### src/rtl/wrf_pkg.sv
// Shared types and the logical-to-physical register mapping for the windowed register file.
package wrf_pkg;

  typedef enum logic [1:0] {
    IDLE  = 2'd0,
    SPILL = 2'd1,
    FILL  = 2'd2
  } wrf_state_e;

  // Physical slot of a logical register in window cwp on a circular array of nphys words
  function automatic int unsigned phys_idx(input int unsigned cwp,
                                           input int unsigned logical,
                                           input int unsigned stride,
                                           input int unsigned nphys);
    return (cwp * stride + logical) % nphys;
  endfunction

endpackage

### src/rtl/windowed_regfile_ctl_if.sv
// Backing-stack memory port: req/ack handshake for spill writes and fill reads.
interface windowed_regfile_ctl_if #(
  parameter int unsigned DATA_W = 16,
  parameter int unsigned MEM_AW = 8
);
  logic              mem_req;
  logic              mem_we;
  logic [MEM_AW-1:0] mem_addr;
  logic [DATA_W-1:0] mem_wdata;
  logic [DATA_W-1:0] mem_rdata;
  logic              mem_ack;

  modport master (
    output mem_req, mem_we, mem_addr, mem_wdata,
    input  mem_rdata, mem_ack
  );

  modport slave (
    input  mem_req, mem_we, mem_addr, mem_wdata,
    output mem_rdata, mem_ack
  );
endinterface

### src/rtl/wrf_array.sv
// Physical register array: one write port, two operand read ports and one spill read port.
module wrf_array #(
  parameter int unsigned DATA_W = 16,
  parameter int unsigned NPHYS  = 8
) (
  input  logic                     clk,
  input  logic                     rst_n,
  input  logic                     we_i,
  input  logic [$clog2(NPHYS)-1:0] waddr_i,
  input  logic [DATA_W-1:0]        wdata_i,
  input  logic [$clog2(NPHYS)-1:0] raddr1_i,
  input  logic [$clog2(NPHYS)-1:0] raddr2_i,
  input  logic [$clog2(NPHYS)-1:0] raddr3_i,
  output logic [DATA_W-1:0]        rdata1_c,
  output logic [DATA_W-1:0]        rdata2_c,
  output logic [DATA_W-1:0]        rdata3_c
);

  logic [DATA_W-1:0] regs_q [NPHYS];

  // Storage with synchronous clear
  always_ff @(posedge clk) begin
    if (!rst_n) begin
      for (int i = 0; i < int'(NPHYS); i++) regs_q[i] <= '0;
    end else if (we_i) begin
      regs_q[waddr_i] <= wdata_i;
    end
  end

  assign rdata1_c = regs_q[raddr1_i];
  assign rdata2_c = regs_q[raddr2_i];
  assign rdata3_c = regs_q[raddr3_i];

endmodule

### src/rtl/windowed_regfile_ctl.sv
// Windowed register file controller: call/ret window moves with spill/fill of the oldest window.
module windowed_regfile_ctl
  import wrf_pkg::*;
#(
  parameter int unsigned DATA_W = 16,
  parameter int unsigned STRIDE = 2,
  parameter int unsigned NWIN   = 4,
  parameter int unsigned MEM_AW = 8
) (
  input  logic                        clk,
  input  logic                        rst_n,
  input  logic [$clog2(2*STRIDE)-1:0] rr1,
  input  logic [$clog2(2*STRIDE)-1:0] rr2,
  input  logic [$clog2(2*STRIDE)-1:0] wr,
  input  logic                        we,
  input  logic [DATA_W-1:0]           data_in,
  output logic [DATA_W-1:0]           r1,
  output logic [DATA_W-1:0]           r2,
  input  logic                        call,
  input  logic                        ret,
  output logic                        busy,
  output logic [$clog2(NWIN)-1:0]     cwp,
  output logic                        err,
  windowed_regfile_ctl_if.master      mem
);

  localparam int unsigned P        = NWIN * STRIDE;
  localparam int unsigned CW       = $clog2(NWIN);
  localparam int unsigned PW       = $clog2(P);
  localparam int unsigned IW       = (STRIDE > 1) ? $clog2(STRIDE) : 1;
  localparam int unsigned SW       = MEM_AW + 1;
  localparam int unsigned SP_LIMIT = (1 << MEM_AW) - STRIDE;

  wrf_state_e        state_q, state_d;
  logic [IW-1:0]     idx_q, idx_d;
  logic [CW-1:0]     cwp_q, cwp_d;
  logic [CW-1:0]     res_q, res_d;
  logic [SW-1:0]     sp_q, sp_d;
  logic              err_q, err_d;
  logic              busy_q, busy_d;
  logic              mem_req_q, mem_req_d;
  logic              mem_we_q, mem_we_d;
  logic [MEM_AW-1:0] mem_addr_q, mem_addr_d;
  logic [DATA_W-1:0] mem_wdata_q, mem_wdata_d;

  logic              arr_we_c;
  logic [PW-1:0]     arr_waddr_c;
  logic [DATA_W-1:0] arr_wdata_c;
  logic [PW-1:0]     spill_raddr_c;
  logic [DATA_W-1:0] spill_rdata_c;

  logic [CW-1:0]     cwp_inc_c, cwp_dec_c, oldest_c;
  logic              last_word_c;

  assign cwp_inc_c   = CW'((32'(cwp_q) + 32'd1) % NWIN);
  assign cwp_dec_c   = CW'((32'(cwp_q) + NWIN - 32'd1) % NWIN);
  assign oldest_c    = CW'((32'(cwp_q) + NWIN + 32'd1 - 32'(res_q)) % NWIN);
  assign last_word_c = (idx_q == IW'(STRIDE - 1));

  wrf_array #(
    .DATA_W (DATA_W),
    .NPHYS  (P)
  ) u_array (
    .clk      (clk),
    .rst_n    (rst_n),
    .we_i     (arr_we_c),
    .waddr_i  (arr_waddr_c),
    .wdata_i  (arr_wdata_c),
    .raddr1_i (PW'(phys_idx(32'(cwp_q), 32'(rr1), STRIDE, P))),
    .raddr2_i (PW'(phys_idx(32'(cwp_q), 32'(rr2), STRIDE, P))),
    .raddr3_i (spill_raddr_c),
    .rdata1_c (r1),
    .rdata2_c (r2),
    .rdata3_c (spill_rdata_c)
  );

  // Next-state logic: window moves, spill/fill sequencing and array write-port mux
  always_comb begin
    state_d     = state_q;
    idx_d       = idx_q;
    cwp_d       = cwp_q;
    res_d       = res_q;
    sp_d        = sp_q;
    err_d       = 1'b0;
    arr_we_c    = 1'b0;
    arr_waddr_c = PW'(phys_idx(32'(cwp_q), 32'(wr), STRIDE, P));
    arr_wdata_c = data_in;
    unique case (state_q)
      IDLE: begin
        arr_we_c = we;
        if (call && ret) begin
          err_d = 1'b1;
        end else if (call) begin
          if (32'(res_q) < NWIN - 1) begin
            cwp_d = cwp_inc_c;
            res_d = res_q + CW'(1);
          end else if (32'(sp_q) > SP_LIMIT) begin
            err_d = 1'b1;
          end else begin
            state_d = SPILL;
            idx_d   = '0;
          end
        end else if (ret) begin
          if (res_q > CW'(1)) begin
            cwp_d = cwp_dec_c;
            res_d = res_q - CW'(1);
          end else if (sp_q == '0) begin
            err_d = 1'b1;
          end else begin
            state_d = FILL;
            idx_d   = '0;
          end
        end
      end
      SPILL: begin
        if (mem.mem_ack) begin
          if (last_word_c) begin
            state_d = IDLE;
            idx_d   = '0;
            sp_d    = sp_q + SW'(STRIDE);
            cwp_d   = cwp_inc_c;
          end else begin
            idx_d = idx_q + IW'(1);
          end
        end
      end
      FILL: begin
        if (mem.mem_ack) begin
          // Fill restores the low half of window cwp-1 from the top of the stack downward
          arr_we_c    = 1'b1;
          arr_waddr_c = PW'((32'(cwp_dec_c) * STRIDE + STRIDE - 32'd1 - 32'(idx_q)) % P);
          arr_wdata_c = mem.mem_rdata;
          if (last_word_c) begin
            state_d = IDLE;
            idx_d   = '0;
            sp_d    = sp_q - SW'(STRIDE);
            cwp_d   = cwp_dec_c;
          end else begin
            idx_d = idx_q + IW'(1);
          end
        end
      end
      default: state_d = IDLE;
    endcase
  end

  // Registered memory-port values derived from the upcoming state and word index
  always_comb begin
    busy_d        = (state_d != IDLE);
    mem_req_d     = busy_d;
    mem_we_d      = (state_d == SPILL);
    mem_addr_d    = '0;
    mem_wdata_d   = '0;
    spill_raddr_c = PW'(phys_idx(32'(oldest_c), 32'(idx_d), STRIDE, P));
    if (state_d == SPILL) begin
      mem_addr_d  = MEM_AW'(32'(sp_d) + 32'(idx_d));
      mem_wdata_d = spill_rdata_c;
    end else if (state_d == FILL) begin
      mem_addr_d  = MEM_AW'(32'(sp_d) - 32'd1 - 32'(idx_d));
    end
  end

  // State, pointer and output registers with synchronous reset
  always_ff @(posedge clk) begin
    if (!rst_n) begin
      state_q     <= IDLE;
      idx_q       <= '0;
      cwp_q       <= '0;
      res_q       <= CW'(1);
      sp_q        <= '0;
      err_q       <= 1'b0;
      busy_q      <= 1'b0;
      mem_req_q   <= 1'b0;
      mem_we_q    <= 1'b0;
      mem_addr_q  <= '0;
      mem_wdata_q <= '0;
    end else begin
      state_q     <= state_d;
      idx_q       <= idx_d;
      cwp_q       <= cwp_d;
      res_q       <= res_d;
      sp_q        <= sp_d;
      err_q       <= err_d;
      busy_q      <= busy_d;
      mem_req_q   <= mem_req_d;
      mem_we_q    <= mem_we_d;
      mem_addr_q  <= mem_addr_d;
      mem_wdata_q <= mem_wdata_d;
    end
  end

  assign cwp           = cwp_q;
  assign busy          = busy_q;
  assign err           = err_q;
  assign mem.mem_req   = mem_req_q;
  assign mem.mem_we    = mem_we_q;
  assign mem.mem_addr  = mem_addr_q;
  assign mem.mem_wdata = mem_wdata_q;

endmodule
### src/flat_wrapper.sv
// flat-port wrapper written by rule: the top's interface ports become plain ports
module windowed_regfile_ctl_flat import wrf_pkg::*;
#(
  parameter int unsigned DATA_W = 16,
  parameter int unsigned STRIDE = 2,
  parameter int unsigned NWIN   = 4,
  parameter int unsigned MEM_AW = 8
)
  (clk, rst_n, rr1, rr2, wr, we, data_in, r1, r2, call, ret, busy, cwp, err, mem_mem_req, mem_mem_we, mem_mem_addr, mem_mem_wdata, mem_mem_rdata, mem_mem_ack);
  windowed_regfile_ctl_if #(.DATA_W(DATA_W), .MEM_AW(MEM_AW)) mem_i ();
  input  logic clk;
  input  logic rst_n;
  input  logic [$clog2(2*STRIDE)-1:0] rr1;
  input  logic [$clog2(2*STRIDE)-1:0] rr2;
  input  logic [$clog2(2*STRIDE)-1:0] wr;
  input  logic we;
  input  logic [DATA_W-1:0] data_in;
  output logic [DATA_W-1:0] r1;
  output logic [DATA_W-1:0] r2;
  input  logic call;
  input  logic ret;
  output logic busy;
  output logic [$clog2(NWIN)-1:0] cwp;
  output logic err;
  output wire logic [$bits(mem_i.mem_req)-1:0] mem_mem_req;
  output wire logic [$bits(mem_i.mem_we)-1:0] mem_mem_we;
  output wire logic [$bits(mem_i.mem_addr)-1:0] mem_mem_addr;
  output wire logic [$bits(mem_i.mem_wdata)-1:0] mem_mem_wdata;
  input wire logic [$bits(mem_i.mem_rdata)-1:0] mem_mem_rdata;
  input wire logic [$bits(mem_i.mem_ack)-1:0] mem_mem_ack;
  assign mem_mem_req = mem_i.mem_req;
  assign mem_mem_we = mem_i.mem_we;
  assign mem_mem_addr = mem_i.mem_addr;
  assign mem_mem_wdata = mem_i.mem_wdata;
  assign mem_i.mem_rdata = mem_mem_rdata;
  assign mem_i.mem_ack = mem_mem_ack;
  windowed_regfile_ctl #(.DATA_W(DATA_W), .STRIDE(STRIDE), .NWIN(NWIN), .MEM_AW(MEM_AW)) u_core (.clk(clk), .rst_n(rst_n), .rr1(rr1), .rr2(rr2), .wr(wr), .we(we), .data_in(data_in), .r1(r1), .r2(r2), .call(call), .ret(ret), .busy(busy), .cwp(cwp), .err(err), .mem(mem_i));
endmodule
### config.mk
export PLATFORM = sky130hd
export DESIGN_NAME = windowed_regfile_ctl_flat
export DESIGN_NICKNAME = d
export VERILOG_FILES = /design/src/rtl/wrf_pkg.sv /design/src/rtl/windowed_regfile_ctl_if.sv /design/src/rtl/wrf_array.sv /design/src/rtl/windowed_regfile_ctl.sv /design/src/flat_wrapper.sv
export SDC_FILE = /design/constraint.sdc
export NUM_CORES = 1
export LEC_CHECK = 0
export ABC_AREA = 1
export BUFFER_PORTS_ARGS = -buffer_cell sky130_fd_sc_hd__buf_4
export CAP_MARGIN = 0
export CORE_MARGIN = 1.5
export CORE_UTILIZATION = 51
export DETAILED_ROUTE_END_ITERATION = 7
export GPL_TIMING_DRIVEN = 0
export HOLD_SLACK_MARGIN = 0.02
export PLACE_DENSITY = 0.71
export SLEW_MARGIN = 10
export SYNTH_ARGS = -nofsm -noshare
export SYNTH_HDL_FRONTEND = slang
export SYNTH_SLANG_ARGS = --single-unit
### constraint.sdc
create_clock -name clk -period 3.3 [get_ports clk]
set_input_delay 0.33 -clock clk [delete_from_list [all_inputs] [get_ports clk]]
set_output_delay 0.33 -clock clk [all_outputs]
set_load 0.01 [all_outputs]
== Word-level counts from Yosys, hierarchy flattened ==
Memory sizes are Yosys's and may differ from the RTL's. A register that Yosys moved wholly into a read port is not among the register bits.
Cells that the tools add are included.

* $add $sub $neg: 20
* Multipliers: 0
* Div/mod/pow operators: 0
* Order comparisons: 3
* Eq/ne operators: 13
* Shift-type cells: 0
* Multiplexer cells: 61
* Bitwise operators: 1
* Reduce and logical (&&, ||, !) cells: 14

{| class="wikitable"
|+ Operators with widths
! operator !! count
|-
| two-way mux 16 bit || 3
|-
| two-way mux 2 bit || 22
|-
| two-way mux 9 bit || 4
|-
| two-way mux 1 bit || 22
|-
| one-hot mux 9 bit (2 select lines) || 1
|-
| two-way mux 8 bit || 2
|-
| OR reduction 16 bit || 1
|-
| adder 3 x 2 -> 3 bit || 3
|-
| adder 9 x 2 -> 9 bit, second input constant || 1
|-
| greater-than comparator 9 x 8 -> 1 bit, second input constant || 1
|-
| logical NOT 9 bit || 1
|-
| two-way mux 3 bit || 3
|-
| AND reduction 9 bit || 1
|-
| subtractor 9 x 2 -> 9 bit, second input constant || 1
|-
| adder 2 x 1 -> 2 bit, second input constant || 4
|-
| adder 8 x 1 -> 8 bit || 1
|-
| subtractor 8 x 1 -> 8 bit || 1
|-
| subtractor 8 x 1 -> 8 bit, second input constant || 1
|-
| != test 2 x 1 -> 1 bit, second input constant || 3
|-
| != test 2 bit, second input constant || 3
|-
| != test 3 x 2 -> 1 bit, second input constant || 2
|-
| one-hot mux 2 bit (3 select lines) || 1
|-
| nonzero test 2 bit || 3
|-
| AND reduction 5 bit || 1
|-
| other kinds (21) || 26
|}

* Flip-flop bits (word level): 27
* Latch bits: 0
* Bits in writable memories: 128
* Bits in read-only memories: 0
* Bits of input ports: 44
* Output and inout bits: 62
* Word-level logic and storage cells: 122
* Memories kept: 1

{| class="wikitable"
|+ Memories
! name !! words !! width !! read ports !! clocked after memory_dff !! wr ports !! RTL line !! source
|-
| u_core.u_array.regs_q || 8 || 16 || 3 || 1 || 8 || wrf_array.sv:19 || <nowiki>logic [DATA_W-1:0] regs_q [NPHYS];</nowiki>
|}

== Logic depth before layout (Yosys ltp) ==
Gate-level depths: netlist (run 1).

* Depth in word-level cells: 10
* Mapped depth: 16
* Depth with buffers taken out: 15

== Hierarchy ==
Synthesis (run 1) repeated with hierarchy kept, for this count alone.

* Cell total of the unflattened synthesis: 1,735
* Area total of the unflattened synthesis: 11,363.4 sq um

{| class="wikitable"
|+ Modules (own cells, without submodules)
! module !! instances !! cells an instance !! area an instance (sq um) !! sequential area each (sq um)
|-
| wrf_array || 1 || 1,330 || 8,750.9 || 3,843.7
|-
| windowed_regfile_ctl || 1 || 405 || 2,612.5 || 840.8
|}

== Worst setup path after synthesis (run 1) ==
OpenSTA, ideal clock, no wires.

* Path kind: register to register
* Start: register u_core.state_q[0]
* End: memory u_core.u_array.regs_q[6][0] (enable)
* Setup time: 0.372 ns
* Arrival time: 2.162 ns
* Required time: 2.928 ns
* Path slack: 0.766 ns
* Cell stages (with the launch flop): 14
* Path buffers: 3
* Clock period less this slack: 2.534 ns
* Path through: dfxtp_1 -> inv_1 -> ha_1 -> buf_2 -> nand2_2 -> buf_6 -> o21ai_1 -> a21o_1 -> o21ai_2 -> inv_2 -> nor2_1 -> nand2_2 -> buf_2 -> nand2_1

{| class="wikitable"
|+ RTL lines
! item !! RTL line !! source
|-
| from (decl) || windowed_regfile_ctl.sv:34 || <nowiki>wrf_state_e state_q, state_d;</nowiki>
|-
| from (signal assigned) || windowed_regfile_ctl.sv:178 || <nowiki>state_q <= state_d;</nowiki>
|-
| to (decl) || wrf_array.sv:19 ||
|}

== Worst setup path in the final report (run 1) ==
* Start: register u_core.cwp_q[0], in the netlist u_core.cwp[0]
* End: output r1[0]

* Cells in the longest elaborated chain, start to end: 2

{| class="wikitable"
|+ Ends and longest elaborated chain
! item !! RTL line !! source
|-
| from (decl) || windowed_regfile_ctl.sv:36 || <nowiki>logic [CW-1:0] cwp_q, cwp_d;</nowiki>
|-
| from (signal assigned) || windowed_regfile_ctl.sv:180 || <nowiki>cwp_q <= cwp_d;</nowiki>
|-
| adder 3 x 2 -> 3 bit || wrf_pkg.sv:15 || <nowiki>return (cwp * stride + logical) % nphys;</nowiki>
|-
| memory (8 x 16 bit) || -- ||
|-
| to (decl) || flat_wrapper.sv:18 || <nowiki>output logic [DATA_W-1:0] r1;</nowiki>
|}

No other way between the ends.

==> run summary, run 1 <==
fmax - 0.3078 GHz
crit start category - flip-flop
VDD IR max - 0.4313 mV
final core occ - 0.6143
critical path class - flip-flop to output port
GRT Overall Usage - 0.3480
Yosys cell types - 38
vias per inst - 6.027
port bufs - 103
outcome - finished clean
register area - 4684 um^2
r2r startpoint - u_core.state_q[0]
CP dominant cell by count - clkbuf_1
clk root buf - clkbuf_16
GRT overflow - 0
Crit. End Element - output port
die area - 21190 um^2
Worst R2R End - u_core.u_array.regs_q[2][0]
setup bufs post-CTS - 0
Ant. Diodes - 0
hold crit path type - input port to flip-flop
worst-path fanout max - 10
Max H-tree Level - 4
Tmin final - 3.249 ns
reg2reg path depth - 11
syn_nets - 1410
CP peak stage delay - 0.56 ns
number of DRC markers in iteration 0 - 1405
Slew HR - 0.2324
Synth Cell Area - 10370 um^2
die height - 145.6 um
fin. max-slew vios - 0
# rows - 51
Clock Skew - 0.01186 ns
Post-synth EDFFs - 128
Worst path slowest cell - clkbuf_1
Num CTS Buffers - 17
Worst Tran Pin Value - 1.119 ns
maxcap violations - 0
Design Power - 0.008548 W
layout cells sized above 1 - 0.1304
Yosys top cell area share - 0.3708
initial core utilization - 0.5257
Detail Placement HPWL - 28590 um
clock latency at the later pin of the worst-skew pair - 0.44 ns
Worst-path clk slew - 0.07 ns
predominant post-synthesis flop cell - edfxtp_1
sequential fraction of the synthesis area - 0.4519
part of the cycle the worst path needs - 0.9846
RD Place Congestion - 1.015
per-cell routed wire length - 20.87 um
# fillers - 1807
CP startpoint - u_core.cwp[0]
Mapped Cells - 1353
Layout Cells excl Fill - 1753
CTS tree - built
die width - 145.6 um
# IOs - 106
drt first pass iters - 6
asr flop ratio synth - 0
RSZ-0062 raised after global routing - no
top cells by area, synth - edfxtp_1 (37%), nor2_1 (9.1%), dfxtp_1 (8.1%), o21ai_0 (7.6%), a21oi_1 (6.7%)
number of synthesis warnings - 0
synth cell count leaders - nor2_1 (251), nand2_1 (179), o21ai_0 (158)
R2R setup slack - 0.15 ns
layout net count - 1532
Hold-fix buffers, CTS - 0
Inst Count DP - 1721
Data required, critical path - 2.97 ns
area of the multi-input gates - 4796 um^2
DR vias - 10570
Clock Path Buffers - 2
Layout area overhead - 16.84%
setup_tns - 0 ns
pin count of the biggest net entering global routing - 17
final hold violations - 0
CP cell instances - ha_1 -> clkbuf_1 -> clkbuf_1 -> a21oi_1 -> a32oi_1 -> buf_4
area leader, netlist - edfxtp_1
synthesized area per cell - 7.662 um^2
Core ar. - 19720 um^2
crit path capture - r1[0]
first-pass GRT wire length - 56070 um
residual DRC count - 0
antenna-violating nets left - 0
# setup viols final - 0
antenna violations before repair - 0
final WL - 36580 um
worst path arrival time - 2.92 ns
CTS sink count - 170
count leader, synth - nor2_1
pwr/cell area - 705.7 nW/um^2
vias in the first global route - 9968
register bit total from synthesis - 170
Pleak - 5.197 nW
-- report_power, final --
part / leakage [nW] / internal (W) / switching [W]
clock: 0.306 / 0.00123 / 0.000931
sequential: 1.67 / 0.00252 / 0.000127
combinational: 3.22 / 0.00125 / 0.00249
-- sequential cells by signal (all words and copies together), names as in the netlist --
register,flops
u_core.mem.mem_we,1
u_core.mem.mem_wdata,16
u_core.sp_q,8
u_core.mem.mem_addr,8
u_core.res_q,2
u_core.u_array.regs_q,128
u_core.err,1
u_core.cwp,2
u_core.state_q,2
u_core.busy,1
u_core.idx_q,1
-- worst min path at each step --
stage | slack (ns) | from | end | cells past startpoint
detailed placement | 0.51 | u_core.sp_q[8] | u_core.sp_q[8] | 2
floorplan | 0.47 | rst_n | u_core.res_q[1] | 2
finish | 0.19 | rst_n | u_core.res_q[1] | 3
global route | 0.20 | rst_n | u_core.res_q[1] | 3
CTS | 0.19 | rst_n | u_core.res_q[1] | 3
global placement | 0.50 | u_core.sp_q[8] | u_core.sp_q[8] | 2
-- cell type report --
class,count,share of cell area
buffer,87,0.03440
clock buffer,18,0.03626
clock inverter,14,0.01508
inverter,128,0.04029
multi-input combinational,968,0.3960
sequential,170,0.3868
tap,265,0.02738
timing repair buffer,103,0.06384
-- metrics by stage --
| stage | hold WS (ns) | setup slack (ns) | instance area, um^2 |
|---|---|---|---|
| after CTS | 0.1871 | 0.02436 | 12090 |
| after floorplan | 0.4684 | 0.7660 | 10370 |
| after global placement | 0.4978 | 0.09762 | 11470 |
| after global routing | 0.2005 | 0.02003 | 12110 |
| after detailed placement | 0.5117 | 0.03996 | 11470 |
| final | 0.1945 | 0.05073 | 12110 |
-- metal layers --
layer / up-vias / share of wire / GRT usage
met4: 0 / 0.055 / 0.1832
met5: - / 0 / 0
li1: 4845 / - / -
met1: 4924 / 0.40 / 0.4711
met2: 663 / 0.45 / 0.5433
met3: 133 / 0.097 / 0.05016
-- worst max-delay path: cells and delay by family (launching register included) --
kind                     cells  cell delay [ns]
buffers and inverters        3             1.14
AO/OA/AOI/OAI                2             0.49
adder cells (fa/ha/maj)      1             0.42
flip-flops                   1             0.44
-- cells by family (layout without fill, tap and decap cells) --
family / count (synthesis) / after routing / share of synthesized area
simple gates: 560 / 560 / 0.2275
compound gates: 368 / 368 / 0.1922
buf+inv: 215 / 350 / 0.08715
flops: 170 / 170 / 0.4519
mux: 17 / 17 / 0.01641
fa+ha+maj: 13 / 13 / 0.01569
xor+xnor: 10 / 10 / 0.009174
-- cell usage in the layout (no fill, tap or decap), types with 5 or more instances in the layout --
| cell | instances |
|---|---|
| a21oi_1 | 139 |
| a32oi_1 | 32 |
| buf_2 | 17 |
| buf_4 | 107 |
| buf_6 | 7 |
| clkbuf_1 | 54 |
| clkbuf_16 | 17 |
| dfxtp_1 | 42 |
| edfxtp_1 | 128 |
| ha_1 | 13 |
| inv_1 | 123 |
| inv_6 | 5 |
| mux2i_1 | 17 |
| nand2_1 | 172 |
| nand2_2 | 14 |
| nand3_1 | 92 |
| nand3b_1 | 16 |
| nor2_1 | 251 |
| o21ai_0 | 158 |
| o21ai_1 | 26 |
| xor2_1 | 9 |
-- repair_timing --
action,CTS,global route
resized for setup,0,8
setup endpoints to repair,0,113
endpoints found under the hold margin,0,0
(Power assumes the default switching activity.)
==> inputs of run 2 (changes only) <==
- CTS_BUF_LIST: not set -> sky130_fd_sc_hd__clkbuf_2
==> run 2 against run 1 <==
  * Fmax grew 2.2%
  * First-iteration DRC count decreased by 20%
  * Via count fell by 0.16%
  * Core utilization decreased by 1.2 points
  * Setup slack better by 0.069 ns
  * Combinational power hardly changed
  * Count of clock-buffer cells in the layout down 1
  * Critical path type unchanged
  * Largest cell class unchanged
==> run summary, run 2 (same netlist as run 1, synthesis figures left out) <==
Clock Path Buffers - 2
Slew HR - 0.2150
# IOs - 106
outcome - finished clean
area of the multi-input gates - 4806 um^2
Clock Skew - 0.03128 ns
Layout Cells excl Fill - 1762
Crit. End Element - output port
clk root buf - clkbuf_2
final WL - 36350 um
per-cell routed wire length - 20.63 um
CTS tree - built
hold crit path type - input port to flip-flop
dpl ws - 0.03996 ns
setup_tns - 0 ns
port bufs - 103
die height - 145.6 um
residual DRC count - 0
initial core utilization - 0.5257
commonest non-fill, non-tap cell in the layout - nor2_1
maxcap violations - 0
# rows - 51
# setup viols final - 0
antenna violations before repair - 1
fin area - 11880 um^2
pin count of the biggest net entering global routing - 17
number of DRC markers in iteration 0 - 1120
DR vias - 10550
final worst setup slack - 0.1201 ns
pwr/cell area - 647.8 nW/um^2
die width - 145.6 um
# fillers - 1852
RD Place Congestion - 1.015
Worst Tran Pin Value - 1.145 ns
Pleak - 5.118 nW
drt first pass iters - 5
worst path arrival time - 2.85 ns
number of flip-flops in the largest register - 128
vias in the first global route - 10010
VDD IR max - 0.3446 mV
register area - 4688 um^2
first-pass GRT wire length - 55470 um
vias per inst - 5.986
Tmin final - 3.180 ns
Layout area overhead - 14.60%
critical path class - flip-flop to output port
GRT overflow - 0
crit start category - flip-flop
layout cells sized above 1 - 0.1397
part of the cycle the worst path needs - 0.9636
largest reg by FF count - u_core.u_array.regs_q
most frequent cells in the layout - nor2_1 (251), nand2_1 (171), o21ai_0 (158)
clock latency at the later pin of the worst-skew pair - 0.79 ns
layout net count - 1540
antenna-violating nets left - 0
final hold violations - 0
fin. max-slew vios - 0
Num CTS Buffers - 17
die area - 21190 um^2
Core ar. - 19720 um^2
Data required, critical path - 2.97 ns
Detail Placement HPWL - 28590 um
DP Area - 11470 um^2
Max H-tree Level - 4
Worst-path clk slew - 0.26 ns
CTS sink count - 170
worst-path fanout max - 16
RSZ-0062 raised after global routing - no
Inst Count DP - 1721
GRT Overall Usage - 0.3440
fmax - 0.3145 GHz
run 2: cell types whose count changed in the layout (fill, tap and decap cells not counted), sizes merged:
| cell | change |
|---|---|
| buf | +3 |
| clkbuf | -3 |
| clkinv | +1 |
| clkinvlp | +1 |
| diode | +1 |
| dlygate4sd3 | +7 |
| inv | -1 |
run 2: area by class of cell:
cell class	instances	share of cell area
multi-input cells	968	0.4045
flip-flops and latches	170	0.3946
repair buffers	113	0.07288
inverters	128	0.04139
plain buffers	85	0.03560
well taps	265	0.02791
clock inverters	15	0.01569
clock buffers	17	0.007162
diodes	1	0.0002106
run 2: critical path, stage by stage (launching register included):
cell     delay (ns)
dfxtp_4        0.45
ha_1           0.36
inv_1          0.32
a21oi_1        0.22
o21ai_0        0.18
a32oi_1        0.35
buf_4          0.19
run 2: what timing repair did:
item,in CTS,in global routing
setup buffers,0,3
pin swaps,1,1
endpoints found under the hold margin,14,0
setup endpoints to repair,43,86
hold buffers,7,0
gates resized for setup,13,12
cloned,0,0
run 2: path summary, 6_finish.rpt:
kind | start | endpoint | slack, ns | cells past startpoint
worst min-delay path | mem_mem_rdata[3] | u_core.u_array.regs_q[7][3] | 0.14 | 3
worst min register to register | u_core.sp_q[8] | u_core.sp_q[8] | 0.54 | 2
worst max register to register | u_core.state_q[0] | u_core.u_array.regs_q[7][6] | 0.20 | 13
worst max-delay path | u_core.cwp[0] | r1[6] | 0.12 | 6
run 2: metrics by stage:
stage / util / hold slack (ns) / power, W
after floorplan: - / 0.4684 / 0.004861
after global routing: 0.6025 / 0.1005 / 0.008087
after detailed placement: 0.5818 / 0.5117 / 0.006290
after global placement: 0.5818 / 0.4978 / 0.006231
final: 0.6025 / 0.1435 / 0.007696
after CTS: 0.5998 / 0.1151 / 0.007562
run 2: report_power, final:
group | leakage (nW) | switching (W) | internal (W)
clock network | 0.161 | 0.000836 | 0.000444
registers | 1.67 | 0.000126 | 0.00252
logic | 3.29 | 0.00249 | 0.00129
run 2: metal layers:
metal,up-vias,track usage,part of all wire
li1,4854,-,-
met1,4895,0.4622,0.40
met2,673,0.5383,0.45
met3,126,0.04734,0.094
met4,0,0.1908,0.056
met5,-,0,0
